`src/rtl/pls_arb_pkg.sv`:
```
// pls_arb_pkg: shared types, defaults and round-robin pick for pulse_arbiter.
package pls_arb_pkg;
    typedef enum logic {IDLE = 1'b0, OFFER = 1'b1} state_t;
    localparam int N_DEF = 4;
    localparam int PEND_W_DEF = 2;
    // First nonzero channel after last_id, wrapping modulo n (n <= 8).
    function automatic logic [2:0] rr_pick(input logic [7:0] pending_nz, input logic [2:0] last_id, input int n);
        logic [2:0] r;
        r = last_id;
        for (int k = n; k >= 1; k--) begin
            int idx;
            idx = (int'(last_id) + k) % n;
            if (pending_nz[idx[2:0]]) r = idx[2:0];
        end
        return r;
    endfunction
endpackage

```
`src/rtl/pls_chan.sv`:
```
// pls_chan: one channel's optional synchronizer, edge detector, saturating pending counter and overflow flag.
// PLS_ARB_SYNC_EN adds a 2-flop input synchronizer ahead of the edge detector.
module pls_chan #(
    parameter int PEND_W = 2
) (
    input  logic              clk,
    input  logic              reset,
    input  logic              btn,
    input  logic              clr_ovf,
    input  logic              dec,
    output logic [PEND_W-1:0] pending,
    output logic              overflow
);
    logic btn_s, btn_q, ev, full, drop;
`ifdef PLS_ARB_SYNC_EN
    logic [1:0] sync;
    always_ff @(posedge clk or posedge reset)
        if (reset) sync <= '0;
        else sync <= {sync[0], btn};
    assign btn_s = sync[1];
`else
    assign btn_s = btn;
`endif
    assign ev = btn_s & ~btn_q;
    assign full = &pending;
    assign drop = ev & ~dec & full;
    always_ff @(posedge clk or posedge reset)
        if (reset) begin
            btn_q    <= 1'b0;
            pending  <= '0;
            overflow <= 1'b0;
        end else begin
            btn_q <= btn_s;
            if (ev && !dec && !full) pending <= pending + PEND_W'(1);
            else if (dec && !ev) pending <= pending - PEND_W'(1);
            overflow <= drop | (overflow & ~clr_ovf);
        end
endmodule

```
`src/rtl/pulse_arbiter.sv`:
```
// pulse_arbiter: round-robin valid/ready server of per-channel button events to one consumer.
// Define PLS_ARB_SYNC_EN to synchronize asynchronous btn inputs (adds 2 cycles latency).
module pulse_arbiter
    import pls_arb_pkg::*;
#(
    parameter  int N      = N_DEF,
    parameter  int PEND_W = PEND_W_DEF,
    localparam int ID_W   = $clog2(N)
) (
    input  logic            clk,
    input  logic            reset,
    input  logic [N-1:0]    btn,
    input  logic            clr_ovf,
    input  logic            grant_ready,
    output logic            grant_valid,
    output logic [ID_W-1:0] grant_id,
    output logic            busy,
    output logic [N-1:0]    overflow
);
    logic [PEND_W-1:0] pending [N];
    logic [N-1:0]      nz, dec;
    logic [ID_W-1:0]   last_id, pick;
    state_t            state;
    genvar i;
    generate
        for (i = 0; i < N; i++) begin : g_chan
            assign dec[i] = grant_valid & grant_ready & (grant_id == ID_W'(i));
            assign nz[i]  = |pending[i];
            pls_chan #(.PEND_W(PEND_W)) u_chan (
                .clk      (clk),
                .reset    (reset),
                .btn      (btn[i]),
                .clr_ovf  (clr_ovf),
                .dec      (dec[i]),
                .pending  (pending[i]),
                .overflow (overflow[i])
            );
        end
    endgenerate
    assign pick        = ID_W'(rr_pick(8'(nz), 3'(last_id), N));
    assign grant_valid = state == OFFER;
    assign busy        = (|nz) | grant_valid;
    // Arbitration sees only registered pending counts; grant_id is frozen while offering.
    always_ff @(posedge clk or posedge reset)
        if (reset) begin
            state    <= IDLE;
            grant_id <= '0;
            last_id  <= ID_W'(N - 1);
        end else if (state == IDLE) begin
            if (|nz) begin
                grant_id <= pick;
                state    <= OFFER;
            end
        end else if (grant_ready) begin
            last_id <= grant_id;
            state   <= IDLE;
        end
endmodule

```
`config.mk`:
```
export PLATFORM = sky130hd
export DESIGN_NAME = pulse_arbiter
export DESIGN_NICKNAME = d
export VERILOG_FILES = /design/src/rtl/pls_arb_pkg.sv /design/src/rtl/pls_chan.sv /design/src/rtl/pulse_arbiter.sv
export SDC_FILE = /design/constraint.sdc
export NUM_CORES = 1
export LEC_CHECK = 0
export BUFFER_PORTS_ARGS = -buffer_cell sky130_fd_sc_hd__clkbuf_2
export CORE_AREA = 5 5 59 61
export DETAILED_ROUTE_END_ITERATION = 7
export DIE_AREA = 0 0 64 66
export PLACE_DENSITY_LB_ADDON = 0.25
export SETUP_SLACK_MARGIN = 0.3
export SYNTH_ARGS = -nofsm -noshare
export SYNTH_HDL_FRONTEND = slang
export SYNTH_SLANG_ARGS = --single-unit
```
`constraint.sdc`:
```
create_clock -name clk -period 1.3 [get_ports clk]
set_input_delay 0.065 -clock clk [delete_from_list [all_inputs] [get_ports clk]]
set_output_delay 0.065 -clock clk [all_outputs]
set_load 0.005 [all_outputs]
```
==> results of run 1 <==
-- cell usage after synthesis, drive strengths merged --
library cell,count,area share
mux2i,1,0.0092
o21bai,2,0.014
and3b,1,0.0080
nor2b,1,0.0057
nand3b,1,0.0069
mux2,1,0.010
o21a,1,0.0069
a2111oi,1,0.025
nor2,9,0.031
nor4,3,0.029
nand2b,2,0.011
a31oi,1,0.0057
o2bb2ai,1,0.0080
dfstp,2,0.048
inv,10,0.034
o311a,2,0.029
and3,3,0.023
dfrtp,19,0.44
buf,5,0.034
and2,1,0.0057
nor3,6,0.032
o211ai,3,0.021
a21oi,9,0.048
nand2,8,0.030
a21o,3,0.021
nand3,5,0.023
o21ai,10,0.046
-- worst max-delay path, delay by kind of cell, from the launching register on --
kind                   cells  cell delay (ns)
buffers and inverters      1             0.14
and+or+nand+nor            2             0.46
DFF                        1             0.45
-- path summary, 6_finish.rpt --
| check | from | end | depth (start not counted) |
|---|---|---|---|
| worst min-delay path | btn[0] | g_chan[0].u_chan.pending[1] | 4 |
| min in group asynchronous | reset | g_chan[0].u_chan.btn_q | 4 |
| worst min register to register | last_id[0] | last_id[0] | 2 |
| max in group asynchronous | reset | last_id[1] | 4 |
| worst max-delay path | g_chan[3].u_chan.pending[0] | busy | 3 |
| worst max register to register | g_chan[3].u_chan.pending[0] | grant_id[1] | 5 |
-- per-stage QoR --
stage               worst slack (ns)  hold slack, ns  power (mW)  utilization
global route                 -0.2115          0.1791       2.602       0.5534
global placement            -0.02173         0.09197       1.714       0.4355
detailed placement          -0.03784         0.09304       1.748       0.4355
floorplan                    0.05463         0.03998       1.475            -
finish                       -0.1247          0.1526       2.437       0.5534
CTS                          -0.1179          0.1510       2.314       0.5205
-- what timing repair did --
| item | 4_1_cts | 5_1_grt |
|---|---|---|
| hold endpoints to repair | 26 | 0 |
| buffers inserted | 9 | 4 |
| hold buffers | 6 | 0 |
| resized for setup | 25 | 18 |
| endpoints found under the setup margin | 19 | 21 |
| pin swaps | 11 | 11 |
-- area by class of cell --
type / count / area (um^2)
multi-input cells: 75 / 630.6
fillers: 269 / 1308
repair buffers: 45 / 351.6
inverters: 10 / 37.54
flip-flops and latches: 21 / 533.0
clock buffers: 4 / 26.28
well taps: 33 / 41.29
-- registers in the layout, indices dropped and copies added, names as in the netlist --
signal                  count
g_chan.u_chan.overflow      4
grant_valid                 1
g_chan.u_chan.pending       8
g_chan.u_chan.btn_q         4
last_id                     2
grant_id                    2
-- cells by family (layout without fill, tap and decap cells) --
logic type      Yosys count  count (layout)  share of synthesized area
simple gates             40              40                     0.2051
compound gates           33              33                     0.2234
mux                       2               2                    0.01947
flops                    21              21                     0.4834
buf+inv                  15              59                    0.06874
-- routing by layer --
metal,track usage,vias to the layer above,share of wire
met5,0,-,0
met4,0.06494,0,0.017
met3,0.04082,4,0.041
met2,0.2374,18,0.50
met1,0.1649,482,0.44
li1,-,483,-
-- power breakdown --
group	internal [mW]	total, mW	switching, mW
clock network	0.120	0.321	0.201
registers	0.831	1.00	0.170
logic	0.586	1.11	0.529
==> report_table.html, run 1 <==
<table>
<tr><th>Metric</th><th>Value</th></tr>
<tr><th colspan="2">Clocking</th></tr>
<tr><td>Clock Root Buffer</td><td>sky130_fd_sc_hd__clkbuf_4</td></tr>
<tr><td>Clock latency on the worst-skew pair</td><td>between 0.3 and 0.4 ns</td></tr>
<tr><td>Total clock sinks</td><td>21</td></tr>
<tr><td>Clock transition at the registers of the reported paths</td><td>between 0.1 and 0.15 ns</td></tr>
<tr><td>Inserted Clock Buffers</td><td>3</td></tr>
<tr><td>H-Tree Level Count</td><td>1</td></tr>
<tr><td>Number of buffers on the longest clock path</td><td>2</td></tr>
<tr><td>CTS tree</td><td>done</td></tr>
<tr><th colspan="2">Drt</th></tr>
<tr><td>Wire per inst</td><td>between 10 and 15 um</td></tr>
<tr><td>1st-iter DRT viols</td><td>18</td></tr>
<tr><td>First-pass detailed-route iteration total</td><td>4</td></tr>
<tr><td>Antenna Nets Post-Route</td><td>0</td></tr>
<tr><td>Count of vias placed by the detailed router</td><td>987</td></tr>
<tr><td>Remaining routing DRC violations</td><td>0</td></tr>
<tr><td>Total wire length after detailed routing</td><td>around 2800 um</td></tr>
<tr><td>Vias per inst</td><td>between 5 and 6</td></tr>
<tr><th colspan="2">Synthesis</th></tr>
<tr><td>Area of the mapped netlist</td><td>1092 um^2</td></tr>
<tr><td>Flip-flop and latch count after synthesis</td><td>21</td></tr>
<tr><td>Yosys synthesis warning count</td><td>0</td></tr>
<tr><td>Sequential area share after synthesis</td><td>0.4834</td></tr>
<tr><td>Nets in the synthesized netlist</td><td>119</td></tr>
<tr><td>Syn_area_per_cell</td><td>9.841 um^2</td></tr>
<tr><td>Netlist cell types</td><td>35</td></tr>
<tr><td>Number of instances in the synthesized netlist</td><td>111</td></tr>
<tr><th colspan="2">Timing</th></tr>
<tr><td>Least-Margin Pin Slew</td><td>between 0.3 and 0.4 ns</td></tr>
<tr><td>Final Hold Vio Count</td><td>0</td></tr>
<tr><td>Setup repair after global routing missed its margin</td><td>true</td></tr>
<tr><td>Period utilization</td><td>1.096</td></tr>
<tr><td>Minimum clock period after layout</td><td>~1.4 ns</td></tr>
<tr><td>Number of setup violations in the final report</td><td>6</td></tr>
<tr><td>Number of slew-limit violations in the final report</td><td>0</td></tr>
<tr><td>Timing-limited maximum frequency</td><td>0.7019 GHz</td></tr>
<tr><td>Setup slack of the critical path after layout</td><td>-0.1247 ns</td></tr>
<tr><td>Total negative setup slack</td><td>-0.3688 ns</td></tr>
<tr><td>Post-route clock skew</td><td>approximately 0.0042 ns</td></tr>
<tr><td>Max transition margin</td><td>0.7651</td></tr>
<tr><th colspan="2">Setup path</th></tr>
<tr><td>Cells along the critical path</td><td>nor4_4 -&gt; nand3b_1 -&gt; clkbuf_2</td></tr>
<tr><td>Setup CP Type</td><td>reg -&gt; out</td></tr>
<tr><td>Max stage delay on crit path</td><td>around 0.45 ns</td></tr>
<tr><td>Arrival time at the worst endpoint</td><td>approximately 1.4 ns</td></tr>
<tr><td>Critical Path RT</td><td>1.24 ns</td></tr>
<tr><td>Category of the worst setup path launch point</td><td>register</td></tr>
<tr><td>Reg-to-reg slack, setup</td><td>-0.10 ns</td></tr>
<tr><td>Crit. End Element</td><td>primary output</td></tr>
<tr><td>Maximum fanout encountered on the critical timing path</td><td>2</td></tr>
<tr><td>Slowest stage cell on the critical path</td><td>sky130_fd_sc_hd__dfrtp_2</td></tr>
<tr><th colspan="2">Floorplan</th></tr>
<tr><td>Starting density of the core</td><td>0.3731</td></tr>
<tr><td>Die Area</td><td>4224 um^2</td></tr>
<tr><td>Top-Level Pins</td><td>16</td></tr>
<tr><td>Horiz. Die Dim</td><td>64 um</td></tr>
<tr><td>Std-Cell Core Area</td><td>between 2000 and 3000 um^2</td></tr>
<tr><td>Die H</td><td>approximately 66 um</td></tr>
<tr><td>Row count</td><td>20</td></tr>
<tr><th colspan="2">Power and ir drop</th></tr>
<tr><td>P_leak</td><td>~0.73 nW</td></tr>
<tr><td>Pwr/cell area</td><td>1504 nW/um^2</td></tr>
<tr><td>Highest ir drop seen on vdd</td><td>between 0.7 and 0.8 mV</td></tr>
<tr><th colspan="2">Status</th></tr>
<tr><td>Violations in the final reports</td><td>setup timing</td></tr>
<tr><td>Status</td><td>finished, violations left</td></tr>
<tr><th colspan="2">Finish</th></tr>
<tr><td>Fraction of final layout cells sized beyond drive strength 1</td><td>0.5161</td></tr>
<tr><td>Non-Filler Cell Area, Final</td><td>approximately 1600 um^2</td></tr>
<tr><td>Post-synthesis to final-layout area growth</td><td>48.34%</td></tr>
<tr><td>Most used cells in the layout excluding fill and tap cells</td><td>16 x sky130_fd_sc_hd__buf_4, 15 x sky130_fd_sc_hd__dfrtp_1, 14 x sky130_fd_sc_hd__clkbuf_2</td></tr>
<tr><td>Leading cell type in the layout, fill and taps excluded</td><td>sky130_fd_sc_hd__buf_4</td></tr>
<tr><td>Number of antenna cells inserted</td><td>0</td></tr>
<tr><td>Fin cells</td><td>188</td></tr>
<tr><td>Final net count</td><td>around 160</td></tr>
<tr><th colspan="2">Flow run</th></tr>
<tr><td>Max Cap Viol</td><td>0</td></tr>
<tr><th colspan="2">Placed design</th></tr>
<tr><td>Placed cell count</td><td>between 150 and 200</td></tr>
<tr><td>Total of buffers placed on input and output ports</td><td>15</td></tr>
<tr><td>Detailed-placement wirelength estimate</td><td>around 1900 um</td></tr>
<tr><td>RD Place Congestion</td><td>between 0.8 and 0.9</td></tr>
<tr><td>Placement-stage cell area</td><td>approximately 1300 um^2</td></tr>
<tr><th colspan="2">Global routing</th></tr>
<tr><td>Number of global-route vias before repair</td><td>between 1000 and 1500</td></tr>
<tr><td>Global Route Usage Sum</td><td>0.1414</td></tr>
<tr><td>Number of antenna violations at the first check in global routing</td><td>0</td></tr>
<tr><td>Largest net degree at the start of global routing</td><td>22</td></tr>
<tr><td>First-pass GRT wire length</td><td>4671 um</td></tr>
<tr><td>Gr ovfl total</td><td>0</td></tr>
<tr><th colspan="2">Hold path</th></tr>
<tr><td>Path class of the lowest-slack min-delay path</td><td>in -&gt; reg</td></tr>
</table>
Power figures use the tool's default switching activity.
==> inputs of run 2 (changes only) <==
- GPL_ROUTABILITY_DRIVEN: unset -> 0
- SYNTH_HIERARCHICAL: unset -> 1
==> report_table.html, run 2 <==
<table>
<tr><th>Metric</th><th>Value</th></tr>
<tr><th colspan="2">Status</th></tr>
<tr><td>Status</td><td>finished, violations left</td></tr>
<tr><td>Violations in the final reports</td><td>setup timing</td></tr>
<tr><th colspan="2">Global routing</th></tr>
<tr><td>Global Route Usage Sum</td><td>0.1476 (+0.006259)</td></tr>
<tr><td>First-pass GRT wire length</td><td>4954 um (+6.1%)</td></tr>
<tr><td>Number of antenna violations at the first check in global routing</td><td>0 (unchanged)</td></tr>
<tr><td>Largest net degree at the start of global routing</td><td>14 (-36%)</td></tr>
<tr><td>Gr ovfl total</td><td>0 (unchanged)</td></tr>
<tr><td>Number of global-route vias before repair</td><td>1063 (+0.66%)</td></tr>
<tr><th colspan="2">Power and ir drop</th></tr>
<tr><td>Total power consumption of the routed design</td><td>2.808 mW (+15%)</td></tr>
<tr><td>Highest ir drop seen on vdd</td><td>1.012 mV (+29%)</td></tr>
<tr><td>Pwr/cell area</td><td>1639 nW/um^2 (+9.0%)</td></tr>
<tr><td>P_leak</td><td>0.7570 nW (+4.0%)</td></tr>
<tr><th colspan="2">Setup path</th></tr>
<tr><td>Crit. End Element</td><td>primary output</td></tr>
<tr><td>Critical Path RT</td><td>1.24 ns (about the same)</td></tr>
<tr><td>Worst Path Buf+Inv</td><td>1 (unchanged)</td></tr>
<tr><td>Max stage delay on crit path</td><td>0.43 ns (-0.02 ns)</td></tr>
<tr><td>Maximum fanout encountered on the critical timing path</td><td>2 (unchanged)</td></tr>
<tr><td>Reg-to-reg slack, setup</td><td>-0.07 ns (+0.03 ns)</td></tr>
<tr><td>Number of cells traversed by the worst register-to-register path</td><td>5 (unchanged)</td></tr>
<tr><td>Arrival time at the worst endpoint</td><td>1.53 ns (+0.17 ns)</td></tr>
<tr><td>Worst path top cell family by delay</td><td>simple AND/OR/NAND/NOR gates</td></tr>
<tr><td>Slowest stage cell on the critical path</td><td>sky130_fd_sc_hd__dfrtp_1</td></tr>
<tr><td>Category of the worst setup path launch point</td><td>register</td></tr>
<tr><td>Critical path depth</td><td>4 (+1)</td></tr>
<tr><td>Setup CP Type</td><td>reg -&gt; out</td></tr>
<tr><td>Cells along the critical path</td><td>nor4_4 -&gt; nand2_1 -&gt; or2_4 -&gt; clkbuf_2</td></tr>
<tr><th colspan="2">Drt</th></tr>
<tr><td>1st-iter DRT viols</td><td>18 (unchanged)</td></tr>
<tr><td>Wire per inst</td><td>14.77 um (-1.3%)</td></tr>
<tr><td>Top Layer Used</td><td>met4</td></tr>
<tr><td>Vias per inst</td><td>5.110 (-2.7%)</td></tr>
<tr><td>Total wire length after detailed routing</td><td>2822 um (+0.28%)</td></tr>
<tr><td>Metal3 WL</td><td>103 um (-11%)</td></tr>
<tr><td>Count of vias placed by the detailed router</td><td>976 (-1.1%)</td></tr>
<tr><td>Met1 WL</td><td>1193 um (-4.4%)</td></tr>
<tr><td>Met2 routed WL</td><td>1454 um (+3.9%)</td></tr>
<tr><td>Antenna Nets Post-Route</td><td>0 (unchanged)</td></tr>
<tr><td>First-pass detailed-route iteration total</td><td>4 (unchanged)</td></tr>
<tr><td>Remaining routing DRC violations</td><td>0 (unchanged)</td></tr>
<tr><th colspan="2">Finish</th></tr>
<tr><td>Fraction of final layout cells sized beyond drive strength 1</td><td>0.5316 (+0.01552)</td></tr>
<tr><td>Number of antenna cells inserted</td><td>0 (unchanged)</td></tr>
<tr><td>Non-Filler Cell Area, Final</td><td>1713 um^2 (+5.7%)</td></tr>
<tr><td>Final core utilization</td><td>0.5850 (+0.03162)</td></tr>
<tr><td>Top Registers</td><td>g_chan.u_chan/pending: 8 flops, g_chan.u_chan/btn_q: 4 flops, g_chan.u_chan/overflow: 4 flops</td></tr>
<tr><td>Final net count</td><td>167 (+1.8%)</td></tr>
<tr><td>Most used cells in the layout excluding fill and tap cells</td><td>15 x sky130_fd_sc_hd__inv_1, 15 x sky130_fd_sc_hd__dfrtp_1, 15 x sky130_fd_sc_hd__buf_4</td></tr>
<tr><td>Register bank with the most flops</td><td>g_chan.u_chan/pending</td></tr>
<tr><td>Post-synthesis to final-layout area growth</td><td>55.74%</td></tr>
<tr><td>Flip-flop count of the largest register after layout</td><td>8 (unchanged)</td></tr>
<tr><th colspan="2">Timing</th></tr>
<tr><td>Setup repair after global routing missed its margin</td><td>true</td></tr>
<tr><td>Total negative setup slack</td><td>-0.6136 ns (-0.2448 ns)</td></tr>
<tr><td>Timing-limited maximum frequency</td><td>0.6271 GHz (-11%)</td></tr>
<tr><td>Setup slack of the critical path after layout</td><td>-0.2946 ns (-0.1699 ns)</td></tr>
<tr><td>Post-route clock skew</td><td>0.005868 ns (+0.001686 ns)</td></tr>
<tr><td>Max transition margin</td><td>0.8210 (+0.05588)</td></tr>
<tr><td>Minimum clock period after layout</td><td>1.595 ns (+0.1699 ns)</td></tr>
<tr><td>Number of slew-limit violations in the final report</td><td>0 (unchanged)</td></tr>
<tr><td>Period utilization</td><td>1.227 (+0.1307)</td></tr>
<tr><td>Final Hold Vio Count</td><td>0 (unchanged)</td></tr>
<tr><td>Number of setup violations in the final report</td><td>9 (+3)</td></tr>
<tr><td>Least-Margin Pin Slew</td><td>0.2686 ns (-0.08381 ns)</td></tr>
<tr><th colspan="2">Synthesis</th></tr>
<tr><td>Syn_area_per_cell</td><td>10.09 um^2 (+2.5%)</td></tr>
<tr><td>Portion of synthesized cell area occupied by the leading cell type</td><td>0.4323 (-0.002971)</td></tr>
<tr><td>Flip-flop and latch count after synthesis</td><td>21 (unchanged)</td></tr>
<tr><td>Nets in the synthesized netlist</td><td>117 (-1.7%)</td></tr>
<tr><td>Number of instances in the synthesized netlist</td><td>109 (-1.8%)</td></tr>
<tr><td>Main area contributors after synthesis</td><td>sky130_fd_sc_hd__dfrtp_1 43%, sky130_fd_sc_hd__inv_1 5.5%, sky130_fd_sc_hd__nand2b_1 5.1%</td></tr>
<tr><td>Most used standard cells in the synthesized netlist</td><td>19 x sky130_fd_sc_hd__dfrtp_1, 16 x sky130_fd_sc_hd__inv_1, 10 x sky130_fd_sc_hd__a21oi_1</td></tr>
<tr><td>Yosys synthesis warning count</td><td>6 (+6)</td></tr>
<tr><td>Library cell occupying the most area in the post-synthesis netlist</td><td>sky130_fd_sc_hd__dfrtp_1</td></tr>
<tr><td>Area of the mapped netlist</td><td>1100 um^2 (+0.69%)</td></tr>
<tr><td>Count of flip-flops with a built-in enable after synthesis</td><td>0 (unchanged)</td></tr>
<tr><td>Primary FF master, synth</td><td>sky130_fd_sc_hd__dfrtp_1</td></tr>
<tr><td>Synth async-reset ratio</td><td>1.000 (unchanged)</td></tr>
<tr><td>Netlist cell types</td><td>23 (-34%)</td></tr>
<tr><td>Sequential area share after synthesis</td><td>0.4801 (-0.003300)</td></tr>
<tr><td>Library cell with the highest instance count after synthesis</td><td>sky130_fd_sc_hd__dfrtp_1</td></tr>
<tr><th colspan="2">Placed design</th></tr>
<tr><td>Detailed-placement wirelength estimate</td><td>1972 um (+5.8%)</td></tr>
<tr><td>Total of buffers placed on input and output ports</td><td>15 (unchanged)</td></tr>
<tr><td>Minimum setup slack after placement</td><td>-0.1015 ns (-0.06361 ns)</td></tr>
<tr><td>Placement-stage cell area</td><td>1354 um^2 (+6.2%)</td></tr>
<tr><th colspan="2">Hold path</th></tr>
<tr><td>Path class of the lowest-slack min-delay path</td><td>in -&gt; reg</td></tr>
<tr><td>Cell depth of the worst min-delay path</td><td>2 (-2)</td></tr>
<tr><th colspan="2">Flow run</th></tr>
<tr><td>Max Cap Viol</td><td>0 (unchanged)</td></tr>
<tr><th colspan="2">Clocking</th></tr>
<tr><td>CTS tree</td><td>done</td></tr>
<tr><td>Total clock sinks</td><td>21 (unchanged)</td></tr>
<tr><td>Clock Root Buffer</td><td>sky130_fd_sc_hd__clkbuf_4</td></tr>
<tr><td>Inserted Clock Buffers</td><td>3 (unchanged)</td></tr>
<tr><td>H-Tree Level Count</td><td>1 (unchanged)</td></tr>
<tr><td>Clock transition at the registers of the reported paths</td><td>0.13 ns (about the same)</td></tr>
<tr><td>Number of buffers on the longest clock path</td><td>2 (unchanged)</td></tr>
<tr><td>Clock latency on the worst-skew pair</td><td>0.31 ns (about the same)</td></tr>
<tr><th colspan="2">Floorplan</th></tr>
<tr><td>Horiz. Die Dim</td><td>64 um (unchanged)</td></tr>
<tr><td>Die Area</td><td>4224 um^2 (unchanged)</td></tr>
<tr><td>Row count</td><td>20 (unchanged)</td></tr>
<tr><td>Std-Cell Core Area</td><td>2928 um^2 (unchanged)</td></tr>
<tr><td>Starting density of the core</td><td>0.3756 (+0.002564)</td></tr>
<tr><td>Die H</td><td>66 um (unchanged)</td></tr>
<tr><td>Top-Level Pins</td><td>16 (unchanged)</td></tr>
</table>
==> run 2: repair_timing <==
item	CTS	global route
pin swaps	12	7
hold buffers	5	0
setup endpoints to repair	16	19
setup buffers	6	1
resized for setup	37	12
hold endpoints to repair	25	0
==> run 2: path summary, 6_finish.rpt <==
path | from | endpoint
worst min register to register | last_id[1] | last_id[1]
worst max register to register | grant_id[1] | g_chan[1].u_chan/pending[1]
worst min-delay path | clr_ovf | g_chan[1].u_chan/overflow
min in group asynchronous | reset | g_chan[0].u_chan/overflow
worst max-delay path | g_chan[0].u_chan/pending[1] | busy
max in group asynchronous | reset | last_id[1]
==> run 2: report_power, final <==
part | internal, mW | switching, mW | leakage, nW
Clock | 0.117 | 0.224 | 0.0139
Sequential | 0.843 | 0.206 | 0.227
Combinational | 0.818 | 0.601 | 0.516
==> run 2: cell families after synthesis <==
kind of cell	count (synthesis)	synth area share
and+or+nand+nor	41	0.2753
buffers and inverters	16	0.05461
DFF	21	0.4801
AOI/OAI and AO/OA	31	0.1900
==> run 2: layout make-up <==
cell class / instances / area (um^2)
clock buffers: 3 / 22.52
clock inverters: 1 / 7.507
fillers: 242 / 1215
inverters: 16 / 60.06
multi-input cells: 72 / 685.7
flip-flops and latches: 21 / 533.0
well taps: 33 / 41.29
repair buffers: 45 / 362.8
==> run 2: metal layers <==
| layer | vias to the layer above | GRT usage |
|---|---|---|
| met5 | - | 0 |
| met4 | 0 | 0.06753 |
| li1 | 488 | - |
| met1 | 461 | 0.1803 |
| met2 | 19 | 0.2450 |
| met3 | 8 | 0.03401 |
==> run 2: per-stage QoR <==
step / hold WS (ns) / cells
detailed placement: 0.005954 / 175
finish: 0.04388 / 191
global placement: 0.002686 / 175
floorplan: -0.1691 / 109
global route: 0.05903 / 191
CTS: 0.03261 / 190
